### src/rtl/cv32e40p_tmr_pkg.sv
// Shared types for the TMR fault manager: FSM states, replica index, voter select mapping.
package cv32e40p_tmr_pkg;

  typedef enum logic [1:0] {
    TMR  = 2'd0,
    DMR  = 2'd1,
    FAIL = 2'd2
  } fm_state_e;

  // Replica index 1..3; 0 means "none".
  typedef logic [1:0] replica_t;

  typedef struct packed {
    replica_t sel_a;
    replica_t sel_b;
  } sel_pair_t;

  // Route the two surviving replicas to voter inputs 1 and 2, lowest index first.
  function automatic sel_pair_t sel_map(replica_t excl);
    sel_pair_t p;
    case (excl)
      2'd1:    begin p.sel_a = 2'd2; p.sel_b = 2'd3; end
      2'd2:    begin p.sel_a = 2'd1; p.sel_b = 2'd3; end
      default: begin p.sel_a = 2'd1; p.sel_b = 2'd2; end
    endcase
    return p;
  endfunction

endpackage

### src/rtl/cv32e40p_tmr_fault_manager_if.sv
// Voter <-> fault manager link: per-replica error flags in, replica routing out.
interface cv32e40p_tmr_fault_manager_if;
  import cv32e40p_tmr_pkg::*;

  logic     err_valid_i;
  logic     err_detected_1_i;
  logic     err_detected_2_i;
  logic     err_detected_3_i;
  logic     err_corrected_i;
  logic     only_two_o;
  replica_t sel_a_o;
  replica_t sel_b_o;

  // Voter side: produces flags, consumes routing.
  modport master (
    output err_valid_i, err_detected_1_i, err_detected_2_i, err_detected_3_i, err_corrected_i,
    input  only_two_o, sel_a_o, sel_b_o
  );

  // Fault manager side.
  modport slave (
    input  err_valid_i, err_detected_1_i, err_detected_2_i, err_detected_3_i, err_corrected_i,
    output only_two_o, sel_a_o, sel_b_o
  );
endinterface

### src/rtl/cv32e40p_tmr_err_counter.sv
// Saturating up/down per-replica error counter with clear (highest priority) and freeze.
module cv32e40p_tmr_err_counter #(
  parameter int unsigned W = 8
) (
  input  logic         clk,
  input  logic         rst_n,
  input  logic         clr_i,
  input  logic         frz_i,
  input  logic         inc_i,
  input  logic         dec_i,
  output logic [W-1:0] cnt_o
);

  logic [W-1:0] cnt_d, cnt_q;

  // Next count: clear, else hold when frozen, else saturating increment or floor-at-zero decrement.
  always_comb begin
    cnt_d = cnt_q;
    if (clr_i) begin
      cnt_d = '0;
    end else if (!frz_i) begin
      if (inc_i) begin
        if (cnt_q != '1) cnt_d = cnt_q + W'(1);
      end else if (dec_i && (cnt_q != '0)) begin
        cnt_d = cnt_q - W'(1);
      end
    end
  end

  // Count register.
  always_ff @(posedge clk or negedge rst_n) begin
    if (!rst_n) cnt_q <= '0;
    else        cnt_q <= cnt_d;
  end

  assign cnt_o = cnt_q;

endmodule

### src/rtl/cv32e40p_tmr_fault_manager.sv
// Per-stage TMR fault manager: leaky per-replica error counters, TMR->DMR->FAIL degradation.
module cv32e40p_tmr_fault_manager
  import cv32e40p_tmr_pkg::*;
#(
  parameter int unsigned CNT_W        = 8,
  parameter int unsigned PERM_THRESH  = 4,
  parameter int unsigned DECAY_PERIOD = 1024,
  parameter int unsigned CORR_W       = 16
) (
  input  logic                          clk,
  input  logic                          rst_n,
  cv32e40p_tmr_fault_manager_if.slave   vif,
  input  logic                          clear_i,
  output replica_t                      excluded_o,
  output logic [1:0]                    state_o,
  output logic                          fatal_o,
  output logic                          irq_o,
  output logic [3*CNT_W-1:0]            err_cnt_o,
  output logic [CORR_W-1:0]             corr_cnt_o
);

  localparam int unsigned DECAY_W = (DECAY_PERIOD > 2) ? $clog2(DECAY_PERIOD) : 1;
  localparam logic [DECAY_W-1:0] DECAY_LAST = DECAY_W'(DECAY_PERIOD - 1);
  localparam logic [CNT_W-1:0]   THRESH_PRE = CNT_W'(PERM_THRESH - 1);

  fm_state_e            state_d, state_q;
  replica_t             excl_d, excl_q;
  logic                 only_two_d, only_two_q;
  replica_t             sel_a_d, sel_a_q;
  replica_t             sel_b_d, sel_b_q;
  logic                 fatal_d, fatal_q;
  logic                 irq_d, irq_q;
  logic [DECAY_W-1:0]   decay_d, decay_q;
  logic [CORR_W-1:0]    corr_d, corr_q;

  logic [2:0]           flags_c;
  logic [2:0]           inc_c;
  logic                 dec_c;
  logic [2:0]           thresh_hit_c;
  replica_t             flag_idx_c;
  sel_pair_t            sel_c;
  logic [CNT_W-1:0]     cnt [3];

  assign flags_c = {vif.err_detected_3_i, vif.err_detected_2_i, vif.err_detected_1_i};

  // Three replica counters; frozen outside TMR, cleared by software clear.
  for (genvar i = 0; i < 3; i++) begin : g_cnt
    cv32e40p_tmr_err_counter #(.W(CNT_W)) u_cnt (
      .clk   (clk),
      .rst_n (rst_n),
      .clr_i (clear_i),
      .frz_i (state_q != TMR),
      .inc_i (inc_c[i]),
      .dec_i (dec_c),
      .cnt_o (cnt[i])
    );
    // One more error on this replica reaches the permanent-fault threshold.
    assign thresh_hit_c[i] = (cnt[i] >= THRESH_PRE);
  end

  // Replica index of a single set flag, and routing once it is excluded.
  always_comb begin
    flag_idx_c = 2'd3;
    if (flags_c[0])      flag_idx_c = 2'd1;
    else if (flags_c[1]) flag_idx_c = 2'd2;
    sel_c = sel_map(flag_idx_c);
  end

  // Next-state and registered-output logic.
  always_comb begin
    state_d    = state_q;
    excl_d     = excl_q;
    only_two_d = only_two_q;
    sel_a_d    = sel_a_q;
    sel_b_d    = sel_b_q;
    decay_d    = decay_q;
    corr_d     = corr_q;
    inc_c      = 3'b000;
    dec_c      = 1'b0;

    if (clear_i) begin
      state_d    = TMR;
      excl_d     = 2'd0;
      only_two_d = 1'b0;
      sel_a_d    = 2'd1;
      sel_b_d    = 2'd2;
      decay_d    = '0;
      corr_d     = '0;
    end else begin
      case (state_q)
        TMR: begin
          if (vif.err_valid_i && (flags_c != 3'b000)) begin
            decay_d = '0;
            case (flags_c)
              3'b001, 3'b010, 3'b100: begin
                inc_c = flags_c;
                if ((flags_c & thresh_hit_c) != 3'b000) begin
                  state_d    = DMR;
                  excl_d     = flag_idx_c;
                  only_two_d = 1'b1;
                  sel_a_d    = sel_c.sel_a;
                  sel_b_d    = sel_c.sel_b;
                end
              end
              default: state_d = FAIL;
            endcase
          end else if (decay_q == DECAY_LAST) begin
            dec_c   = 1'b1;
            decay_d = '0;
          end else begin
            decay_d = decay_q + DECAY_W'(1);
          end
          if (vif.err_valid_i && vif.err_corrected_i && (corr_q != '1)) begin
            corr_d = corr_q + CORR_W'(1);
          end
        end
        DMR: begin
          if (vif.err_valid_i && (vif.err_detected_1_i || vif.err_detected_2_i)) state_d = FAIL;
        end
        FAIL: ;
        default: state_d = TMR;
      endcase
    end

    fatal_d = (state_d == FAIL);
    irq_d   = (state_d != state_q) && (state_d != TMR);
  end

  // State and output registers.
  always_ff @(posedge clk or negedge rst_n) begin
    if (!rst_n) begin
      state_q    <= TMR;
      excl_q     <= 2'd0;
      only_two_q <= 1'b0;
      sel_a_q    <= 2'd1;
      sel_b_q    <= 2'd2;
      fatal_q    <= 1'b0;
      irq_q      <= 1'b0;
      decay_q    <= '0;
      corr_q     <= '0;
    end else begin
      state_q    <= state_d;
      excl_q     <= excl_d;
      only_two_q <= only_two_d;
      sel_a_q    <= sel_a_d;
      sel_b_q    <= sel_b_d;
      fatal_q    <= fatal_d;
      irq_q      <= irq_d;
      decay_q    <= decay_d;
      corr_q     <= corr_d;
    end
  end

  assign vif.only_two_o = only_two_q;
  assign vif.sel_a_o    = sel_a_q;
  assign vif.sel_b_o    = sel_b_q;
  assign excluded_o     = excl_q;
  assign state_o        = state_q;
  assign fatal_o        = fatal_q;
  assign irq_o          = irq_q;
  assign err_cnt_o      = {cnt[2], cnt[1], cnt[0]};
  assign corr_cnt_o     = corr_q;

endmodule

### src/flat_wrapper.sv
// flat-port wrapper written by rule: the top's interface ports become plain ports
module cv32e40p_tmr_fault_manager_flat import cv32e40p_tmr_pkg::*;
#(
  parameter int unsigned CNT_W        = 8,
  parameter int unsigned PERM_THRESH  = 4,
  parameter int unsigned DECAY_PERIOD = 1024,
  parameter int unsigned CORR_W       = 16
)
  (clk, rst_n, clear_i, excluded_o, state_o, fatal_o, irq_o, err_cnt_o, corr_cnt_o, vif_err_valid_i, vif_err_detected_1_i, vif_err_detected_2_i, vif_err_detected_3_i, vif_err_corrected_i, vif_only_two_o, vif_sel_a_o, vif_sel_b_o);
  cv32e40p_tmr_fault_manager_if vif_i ();
  input  logic clk;
  input  logic rst_n;
  input  logic clear_i;
  output replica_t excluded_o;
  output logic [1:0] state_o;
  output logic fatal_o;
  output logic irq_o;
  output logic [3*CNT_W-1:0] err_cnt_o;
  output logic [CORR_W-1:0] corr_cnt_o;
  input wire logic [$bits(vif_i.err_valid_i)-1:0] vif_err_valid_i;
  input wire logic [$bits(vif_i.err_detected_1_i)-1:0] vif_err_detected_1_i;
  input wire logic [$bits(vif_i.err_detected_2_i)-1:0] vif_err_detected_2_i;
  input wire logic [$bits(vif_i.err_detected_3_i)-1:0] vif_err_detected_3_i;
  input wire logic [$bits(vif_i.err_corrected_i)-1:0] vif_err_corrected_i;
  output wire logic [$bits(vif_i.only_two_o)-1:0] vif_only_two_o;
  output wire logic [$bits(vif_i.sel_a_o)-1:0] vif_sel_a_o;
  output wire logic [$bits(vif_i.sel_b_o)-1:0] vif_sel_b_o;
  assign vif_i.err_valid_i = vif_err_valid_i;
  assign vif_i.err_detected_1_i = vif_err_detected_1_i;
  assign vif_i.err_detected_2_i = vif_err_detected_2_i;
  assign vif_i.err_detected_3_i = vif_err_detected_3_i;
  assign vif_i.err_corrected_i = vif_err_corrected_i;
  assign vif_only_two_o = vif_i.only_two_o;
  assign vif_sel_a_o = vif_i.sel_a_o;
  assign vif_sel_b_o = vif_i.sel_b_o;
  cv32e40p_tmr_fault_manager #(.CNT_W(CNT_W), .PERM_THRESH(PERM_THRESH), .DECAY_PERIOD(DECAY_PERIOD), .CORR_W(CORR_W)) u_core (.clk(clk), .rst_n(rst_n), .vif(vif_i), .clear_i(clear_i), .excluded_o(excluded_o), .state_o(state_o), .fatal_o(fatal_o), .irq_o(irq_o), .err_cnt_o(err_cnt_o), .corr_cnt_o(corr_cnt_o));
endmodule
### config.mk
export PLATFORM = sky130hd
export DESIGN_NAME = cv32e40p_tmr_fault_manager_flat
export DESIGN_NICKNAME = d
export VERILOG_FILES = /design/src/rtl/cv32e40p_tmr_pkg.sv /design/src/rtl/cv32e40p_tmr_fault_manager_if.sv /design/src/rtl/cv32e40p_tmr_err_counter.sv /design/src/rtl/cv32e40p_tmr_fault_manager.sv /design/src/flat_wrapper.sv
export SDC_FILE = /design/constraint.sdc
export NUM_CORES = 1
export LEC_CHECK = 0
export CAP_MARGIN = 15
export CORE_UTILIZATION = 30
export DETAILED_ROUTE_END_ITERATION = 6
export GPL_ROUTABILITY_DRIVEN = 0
export GPL_TIMING_DRIVEN = 0
export MAX_ROUTING_LAYER = met4
export PLACE_DENSITY = 0.6
export SYNTH_ARGS = -nofsm -noshare
export SYNTH_HDL_FRONTEND = slang
export SYNTH_SLANG_ARGS = --single-unit
### constraint.sdc
create_clock -name clk -period 3 [get_ports clk]
set_input_delay 0.75 -clock clk [delete_from_list [all_inputs] [get_ports clk]]
set_output_delay 0.75 -clock clk [all_outputs]
set_load 0.03 [all_outputs]
# ---- After elaboration in Yosys (flattened, before gate mapping)
# Index checks and enable logic that the tools add are counted.
dict set report word_totals {
  register_bits 61
  inputBits 8
  out_inout_bits 51
}
dict set report classes {
  n_addsub 8
  n_lt_le_gt_ge 3
  n_eq_ne 18
  n_mux 59
  n_bitwise 1
  reduce_logical 31
}
# op count
set op_table {}
lappend op_table {{2-to-1 mux 8 bit} 15}
lappend op_table {{2-to-1 mux 16 bit} 3}
lappend op_table {{2-to-1 mux 2 bit} 21}
lappend op_table {{2-to-1 mux 10 bit} 4}
lappend op_table {{adder 8 x 1 -> 8 bit, second input constant} 3}
lappend op_table {{greater-or-equal comparator 8 x 2 -> 1 bit, second input constant} 3}
lappend op_table {{!= test 8 bit, second input constant} 3}
lappend op_table {{nonzero test 8 bit} 3}
lappend op_table {{subtractor 8 x 1 -> 8 bit, second input constant} 3}
lappend op_table {{adder 16 x 1 -> 16 bit, second input constant} 1}
lappend op_table {{!= test 16 bit, second input constant} 1}
lappend op_table {{nonzero test 3 bit} 5}
lappend op_table {{nonzero test 2 bit} 7}
lappend op_table {{2-to-1 mux 3 bit} 4}
lappend op_table {{adder 10 x 1 -> 10 bit, second input constant} 1}
lappend op_table {{equality test 10 bit, second input constant} 1}
lappend op_table {{2-to-1 mux 1 bit} 10}
lappend op_table {{!= test 3 bit, second input constant} 3}
lappend op_table {{AND reduction 3 bit} 3}
lappend op_table {{logical AND 1 bit} 8}
lappend op_table {{case mux 4 bit (2 select lines)} 1}
lappend op_table {{equality test 2 bit, second input constant} 3}
lappend op_table {{case mux 2 bit (3 select lines)} 1}
lappend op_table {{equality test 2 x 1 -> 1 bit, second input constant} 2}
lappend op_table {{11 further kinds} 11}

# ---- Logic depth before layout (Yosys ltp)
# Gate-level depths: netlist (run 1).
dict set report depth {
  ltp_word 10
  mapped_depth 10
}

# ---- Hierarchy
# Synthesis (run 1) repeated with hierarchy kept, for this count alone.
dict set report hier_totals {
  hier_cells 481
  hier_area_um2 4409.2
}
# mod instances cells_each area_per_inst_um2 seq_area_each_um2
set by_module_without_submodules {}
lappend by_module_without_submodules {cv32e40p_tmr_fault_manager 1 229 2152.1 902.1}
lappend by_module_without_submodules {{cv32e40p_tmr_err_counter (u_core.g_cnt[0].u_cnt ...)} 2 84 753.2 200.2}
lappend by_module_without_submodules {{cv32e40p_tmr_err_counter (u_core.g_cnt[2].u_cnt)} 1 84 750.7 200.2}

# ---- Least setup slack after synthesis (run 1)
# Ideal clock, no wire load.
dict set report synth_timing {
  kind {input to register}
  from {input port vif_err_valid_i}
  to {register u_core.g_cnt[0].u_cnt.cnt_q[7]}
  setup_time_ns 0.124
  t_arrival_ns 2.876
  slack_ns 0.000
  stages 9
  n_path_buf 1
  cell_sequence {or3b_1 > or4_1 > buf_2 > ha_1 > nand3_1 > o2111ai_1 > a2111oi_0 > o21bai_1 > a211o_1}
}
dict set report synth_between {
  elab_chain_len 7
  word_cells_on_any_way 14
  classes_between {eq/ne: 1; mux: 9; reduce/logical: 4}
}
# item line_no
set synth_rtl {}
lappend synth_rtl {{from (decl)} flat_wrapper.sv:20} ;# input wire logic [$bits(vif_i.err_valid_i)-1:0] vif_err_valid_i;
lappend synth_rtl {{logical AND 1 bit (*)} cv32e40p_tmr_fault_manager.sv:92} ;# if (vif.err_valid_i && (flags_c != 3'b000)) begin
lappend synth_rtl {{2-to-1 mux 1 bit or 2-to-1 mux 3 bit (tied branches)} cv32e40p_tmr_fault_manager.sv:92}
lappend synth_rtl {{2-to-1 mux 1 bit or 2-to-1 mux 3 bit (tied branches)} cv32e40p_tmr_fault_manager.sv:90} ;# case (state_q)
lappend synth_rtl {{2-to-1 mux 1 bit or 2-to-1 mux 3 bit (tied branches)} cv32e40p_tmr_fault_manager.sv:81} ;# if (clear_i) begin
lappend synth_rtl {{logical AND 1 bit or 2-to-1 mux 8 bit (tied branches)} {cv32e40p_tmr_err_counter.sv:24, cv32e40p_tmr_err_counter.sv:22}}
lappend synth_rtl {{nonzero test 3 bit (no source line) or 2-to-1 mux 8 bit (tied branches)} --}
lappend synth_rtl {{AND reduction 3 bit (no source line) or 2-to-1 mux 8 bit (tied branches)} --}
lappend synth_rtl {{to (signal assigned)} cv32e40p_tmr_err_counter.sv:33} ;# else cnt_q <= cnt_d;
lappend synth_rtl {{to (decl)} cv32e40p_tmr_err_counter.sv:14} ;# logic [W-1:0] cnt_d, cnt_q;
# Mark *: on every way between the ends. The rest lies on a longest branch, timed or not. The select of a mux whose other input is x is not followed.
# A chain may end at the register's enable or synchronous reset.

# ---- Worst setup path after layout (run 1)
dict set report layout_timing {
  from {input port vif_err_detected_3_i}
  to {register u_core.g_cnt[2].u_cnt.cnt_q[4]}
}
dict set report layout_between {
  elab_chain_len 9
  word_cells_on_any_way 20
  classes_between {eq/ne: 4; mux: 10; reduce/logical: 6}
}
# item line_no
set layout_rtl {}
lappend layout_rtl {{from (decl)} flat_wrapper.sv:23} ;# input wire logic [$bits(vif_i.err_detected_3_i)-1:0] vif_err_detected_3_i;
lappend layout_rtl {{equality test 3 x 1 -> 1 bit (tied with other cells)} cv32e40p_tmr_fault_manager.sv:94} ;# case (flags_c)
lappend layout_rtl {{OR reduction 3 bit} cv32e40p_tmr_fault_manager.sv:94}
lappend layout_rtl {{2-to-1 mux 3 bit} cv32e40p_tmr_fault_manager.sv:94}
lappend layout_rtl {{2-to-1 mux 3 bit} cv32e40p_tmr_fault_manager.sv:92}
lappend layout_rtl {{2-to-1 mux 3 bit} cv32e40p_tmr_fault_manager.sv:90}
lappend layout_rtl {{2-to-1 mux 3 bit} cv32e40p_tmr_fault_manager.sv:81}
lappend layout_rtl {{2-to-1 mux 8 bit} cv32e40p_tmr_err_counter.sv:22} ;# if (inc_i) begin
lappend layout_rtl {{2-to-1 mux 8 bit} cv32e40p_tmr_err_counter.sv:21} ;# end else if (!frz_i) begin
lappend layout_rtl {{2-to-1 mux 8 bit} cv32e40p_tmr_err_counter.sv:19} ;# if (clr_i) begin
lappend layout_rtl {{to (signal assigned)} cv32e40p_tmr_err_counter.sv:33}
lappend layout_rtl {{to (decl)} cv32e40p_tmr_err_counter.sv:14}
# Several ways; a longest one is shown, not always the timed one. The select of a mux whose other input is x is not followed.

==> results of run 1 <==
==> report_power, final <==
group | switching, µW | internal (µW)
logic | 994 | 810
registers | 211 | 939
clock network | 369 | 685
==> cell families (layout without fill, tap and decap cells) <==
kind of cell    after synthesis  in the layout  synth area share, %
compound gates              115            115                 20.4
xor+xnor                     17             17                 3.68
fa+ha+maj                    24             24                 7.92
buf+inv                      38            123                 4.05
flops                        60             60                 37.1
mux                          11             11                 2.81
other cells                   1              1               0.0927
simple gates                185            185                 23.9
==> routing by layer <==
metal / track usage (%) / wire, µm / vias to the layer above
li1: - / - / 1837
met1: 22.7 / 5350 / 1878
met2: 26.9 / 5350 / 99
met3: 3.04 / 442 / 8
met4: 5.29 / 105 / 0
met5: - / 0 / -
==> worst max-delay path: stages <==
cell and delay [ns]:
dlygate4sd2_1 0.31, or4_4 0.59, a2111oi_4 0.53, a311oi_4 0.23, or2_1 0.28, buf_6 0.14, o41ai_2 0.32
==> area by class of cell <==
type / instances / area share [%]
Inverter: 22 / 1.54
Timing Repair Buffer: 69 / 12.4
Tap cell: 176 / 4.11
Sequential cell: 60 / 28.0
Clock inverter: 4 / 0.886
Multi-Input combinational cell: 353 / 46.5
Clock buffer: 12 / 4.78
Buffer: 16 / 1.84
==> per-stage QoR <==
step	TNS [ns]	hold slack, ns
CTS	0	0.479
global route	-0.0361	0.511
finish	0	0.480
global placement	-76.28	0.470
detailed placement	-18.78	0.473
floorplan	0	0.448
==> what timing repair did <==
| action | in CTS | in global routing |
|---|---|---|
| resized for setup | 17 | 18 |
| pin swaps | 4 | 11 |
| setup buffers | 6 | 6 |
| endpoints found under the setup margin | 22 | 12 |
| cloned | 0 | 1 |
==> state kept, by name (all words and copies together), names as in the netlist <==
name,flops
u_core.irq_o,1
u_core.state_o,2
u_core.g_cnt.u_cnt.cnt_o,24
u_core.vif.sel_a_o,2
u_core.vif.sel_b_o,1
u_core.fatal_o,1
u_core.excluded_o,2
u_core.decay_q,10
u_core.corr_cnt_o,16
u_core.vif.only_two_o,1
==> how the worst min path moves through the flow <==
stage | endpoint | depth (start not counted) | from
after floorplan | u_core.corr_cnt_o[0] | 0 | rst_n
after global placement | u_core.decay_q[8] | 1 | u_core.decay_q[8]
after detailed placement | u_core.decay_q[8] | 1 | u_core.decay_q[8]
after CTS | u_core.decay_q[8] | 1 | u_core.decay_q[8]
after global routing | u_core.decay_q[8] | 1 | u_core.decay_q[8]
final | u_core.decay_q[8] | 1 | u_core.decay_q[8]
==> layout by cell type (no fill, tap or decap), types with 14 or more instances in the layout <==
cell type        Yosys  layout
nor2_1              47      46
nor3_1              20      18
dfrtp_1             59      59
a21oi_1             21      20
nand2_1             23      23
nand3_1             21      20
inv_1               21      21
o21ai_0             30      30
clkdlybuf4s50_1      0      51
ha_1                20      15
nand4_1             14      14
==> flow_summary.yaml, run 1 <==
clocking:
  cts_sinks: 60
  clk_path_buf_depth: 2
  h-tree-depth: 3
  clkTransAtPathRegs_ns: 0.05
  holdBufCountCts: 0
  clk_latency_ns: 0.32
  cts_tree: "yes"
  root_buffer: "clkbuf_16"
  cts_buffers: 9
timing:
  fin_worst_skew_ns: 0.00888
  relSlewSlack_pct: 25.3
  final_max_slew_viol_count: 0
  fmax_mhz: 339
  post-route-min-period_ns: 2.95
  worst_pin_slew_ns: 1.11
  fin_ws_ns: 0.0459
  setup_viol: 0
  period_share_pct: 98.5
  grt_setup_unrepaired: "yes"
  hold_viol: 0
power:
  power_leakage_uw: 0.00213
  power.total_uw: 4010
  peakVddDrop_v: 0.000261
  pwr_density_cell_mw_per_mm2: 747
placement:
  io_buffers: 56
  place_inst: 683
  placedInstanceArea_mm2: 0.00486
  place_ws_ns: -1.01
  hpwl_mm: 7.82
yosys:
  yosys_warnings: 0
  synth.top_cell.area_share_pct: 36.5
  synth_cells: 451
  ys_seq_area_share_pct: 37.1
  syn-cell-area_mm2: 0.00405
  syn_avg_cell_area_um2: 8.97
  synthDistinctLibCells: 67
  synth_top_area_cell: "dfrtp_1"
  synth.most_common_cell: "dfrtp_1"
  netlist_top_cells_count: "59 x dfrtp_1, 47 x nor2_1, 30 x o21ai_0, 23 x nand2_1"
  synth_edf_count: 0
  yosys-top-cells-area: "dfrtp_1 36%, ha_1 6.2%, nor2_1 4.4%"
  synth_fp_nets: 482
  synth_async_sr_flop_share_pct: 100
  ys.flop_type: "dfrtp_1"
  synth-seq-cells: 60
setup_path:
  reg2reg_from: "u_core.state_o[1]"
  crit_start: "vif_err_detected_3_i"
  start_kind: "input pin"
  rrSetupSlack_ns: 0.14
  rr_worst_depth: 10
  path_class: "input pin to flop"
  critPathCapture: "u_core.g_cnt[2].u_cnt.cnt_o[4]"
  cp.required_ns: 3.21
  arrival_ns: 3.17
  regToRegEndpoint: "u_core.g_cnt[0].u_cnt.cnt_o[5]"
  critPathMaxFanout: 10
  cp-end-kind: "flop"
cells_and_area:
  stdcell_count: 712
  finalNetCount: 562
  post-route-util_pct: 40.7
  drive_above_1_share_pct: 13.6
  fillCellCount: 1271
  postLayoutCellArea_mm2: 0.00536
  multi_input_area_mm2: 0.00249
  register_area_mm2: 0.00150
  area_growth_pct: 32.6
  diodes: 0
route:
  drt-total-wl_mm: 11.2
  post-route-drc-count: 0
  wl_per_cell_um: 15.8
  num_vias: 3822
  ant_nets: 0
  drt_iter0_drc: 213
  viasPerCell: 5.37
  first_pass_iters: 5
grt:
  grt.total_usage_pct: 17.2
  grt_pass1_wl_mm: 18.9
  grt_overflow: 0
  antenna_found_initial: 0
  grt_max_degree: 61
  grt_pass1_vias: 3742
die:
  core-area_mm2: 0.0132
  num_io_pins: 59
  fp-row-count: 42
  fp.dieH_um: 118
  die_w_um: 118
  start_util_pct: 30.7
  die-area_mm2: 0.0140
flow_run:
  drv_cap: 0
worst_hold_path:
  hp-class: "flop to flop"
outcome:
  run_status: "complete, no violations"
(Power assumes the default switching activity.)
==> run 2, diff against run 1 <==
--- a/config.mk
+++ b/config.mk
@@ -7,4 +7,5 @@
 export LEC_CHECK = 0
 export CAP_MARGIN = 15
+export CORE_MARGIN = 2
 export CORE_UTILIZATION = 30
 export DETAILED_ROUTE_END_ITERATION = 6
==> constraint.sdc (replaced) <==
create_clock -name clk -period 3 [get_ports clk]
set_input_delay 0.3 -clock clk [delete_from_list [all_inputs] [get_ports clk]]
set_output_delay 0.3 -clock clk [all_outputs]
set_load 0.03 [all_outputs]
==> flow_summary.yaml, run 2 (synthesis gave the netlist of run 1 again) <==
outcome:
  run_status: "complete, no violations"
route:
  drt_iter0_drc: 212
  ant_nets: 0
  viasPerCell: 5.39
  post-route-drc-count: 0
  drt-total-wl_mm: 11.2
  wl_per_cell_um: 16.0
  num_vias: 3792
  first_pass_iters: 5
cells_and_area:
  fillCellCount: 1290
  final_common_cell: "dfrtp_1"
  stdcell_count: 703
  finalNetCount: 553
  layout_common_cells: "58 x dfrtp_1, 54 x clkdlybuf4s50_1, 47 x nor2_1"
  drive_above_1_share_pct: 10.1
  largest_register_ffs: 24
  area_growth_pct: 29.0
  diodes: 0
timing:
  period_share_pct: 95.8
  worst_pin_slew_ns: 1.04
  post-route-min-period_ns: 2.87
  fmax_mhz: 348
  setup_viol: 0
  whs_ns: 0.0608
  hold_viol: 0
  relSlewSlack_pct: 29.9
  fin_worst_skew_ns: 0.00583
  final_max_slew_viol_count: 0
  grt_setup_unrepaired: "yes"
setup_path:
  arrival_ns: 3.08
  start_kind: "flop"
  cp.required_ns: 3.20
  cp-end-kind: "flop"
  path_class: "flop to flop"
  critPathMaxFanout: 12
clocking:
  clkTransAtPathRegs_ns: 0.05
  h-tree-depth: 3
  cts_sinks: 60
  clk_path_buf_depth: 2
  cts_tree: "yes"
  clk_latency_ns: 0.32
  cts_buffers: 9
  root_buffer: "clkbuf_16"
  holdBufCountCts: 0
grt:
  grt_max_degree: 61
  grt_pass1_vias: 3749
  grt_pass1_wl_mm: 18.7
  grt.total_usage_pct: 16.4
  antenna_found_initial: 0
  grt_overflow: 0
placement:
  hpwl_mm: 8.09
  io_buffers: 56
  place_inst: 683
power:
  pwr_density_cell_mw_per_mm2: 759
  power_leakage_uw: 0.00205
  peakVddDrop_v: 0.000308
die:
  core-area_mm2: 0.0132
  die_w_um: 120
  fp.dieH_um: 120
  num_io_pins: 59
  start_util_pct: 30.7
  fp-row-count: 42
  die-area_mm2: 0.0144
flow_run:
  drv_cap: 0
worst_hold_path:
  hp-class: "input pin to asynchronous set/reset pin"
==> run 2: metal layers <==
layer / up-vias / GRT usage [%] / part of all wire [%]
li1: 1829 / - / -
met1: 1847 / 22.2 / 47
met2: 106 / 25.8 / 47
met3: 10 / 2.57 / 4.6
met4: 0 / 3.90 / 0.85
met5: - / - / 0
==> run 2: what timing repair did <==
item	in CTS	in global routing
setup endpoints to repair	5	3
cloned	0	0
buffers inserted	4	0
pin swaps	2	1
gates resized for setup	5	9
hold endpoints to repair	0	0
==> run 2: path summary, 6_finish.rpt <==
kind	cells past startpoint	to	start	slack, ns
setup / recovery	9	u_core.g_cnt[0].u_cnt.cnt_o[7]	u_core.state_o[1]	0.13
hold / removal	1	u_core.corr_cnt_o[11]	rst_n	0.06
min in group clk	4	u_core.g_cnt[2].u_cnt.cnt_o[3]	clear_i	0.44
max in group asynchronous	1	u_core.state_o[1]	rst_n	2.38
setup reg to reg	9	u_core.g_cnt[0].u_cnt.cnt_o[7]	u_core.state_o[1]	0.13
hold reg to reg	1	u_core.decay_q[8]	u_core.decay_q[8]	0.48
==> run 2: power breakdown <==
part           leakage [µW]  internal, µW  switching, µW
Sequential         0.000800           940            205
Clock              0.000149           639            376
Combinational       0.00110           784           1020
Total               0.00205          2360           1600
==> run 2: per-stage QoR <==
stage                     instance area, µm²  total power, µW  setup slack [ns]  setup TNS [ns]  utilization [%]
after floorplan                         4050             2310             0.143               0                -
after global placement                  4830             2810            -0.433          -27.44             36.6
after detailed placement                4820             2860            -0.482           -2.54             36.6
after CTS                               5170             3920            0.0172               0             39.2
after global routing                    5220             4220           -0.0100         -0.0100             39.6
final                                   5220             3960             0.126               0             39.6
==> run 2: area by class of cell <==
| cell class | count | area [µm²] | share of cell area, % |
|---|---|---|---|
| buffer | 16 | 87.6 | 1.68 |
| tap | 176 | 220 | 4.22 |
| multi-input combinational | 353 | 2450 | 46.9 |
| clock inverter | 7 | 67.6 | 1.29 |
| inverter | 22 | 82.6 | 1.58 |
| sequential | 60 | 1500 | 28.8 |
| clock buffer | 9 | 225 | 4.31 |
| timing repair buffer | 60 | 587 | 11.2 |
==> run 2: critical path, cell delays in order, from the launching register on <==
cell       delay (ns)
dfrtp_2          0.47
or3b_1           0.38
or4_1            0.49
buf_6            0.18
ha_4             0.30
nand3_1          0.12
o2111ai_2        0.26
a2111oi_2        0.11
o21bai_1         0.18
a211o_1          0.26
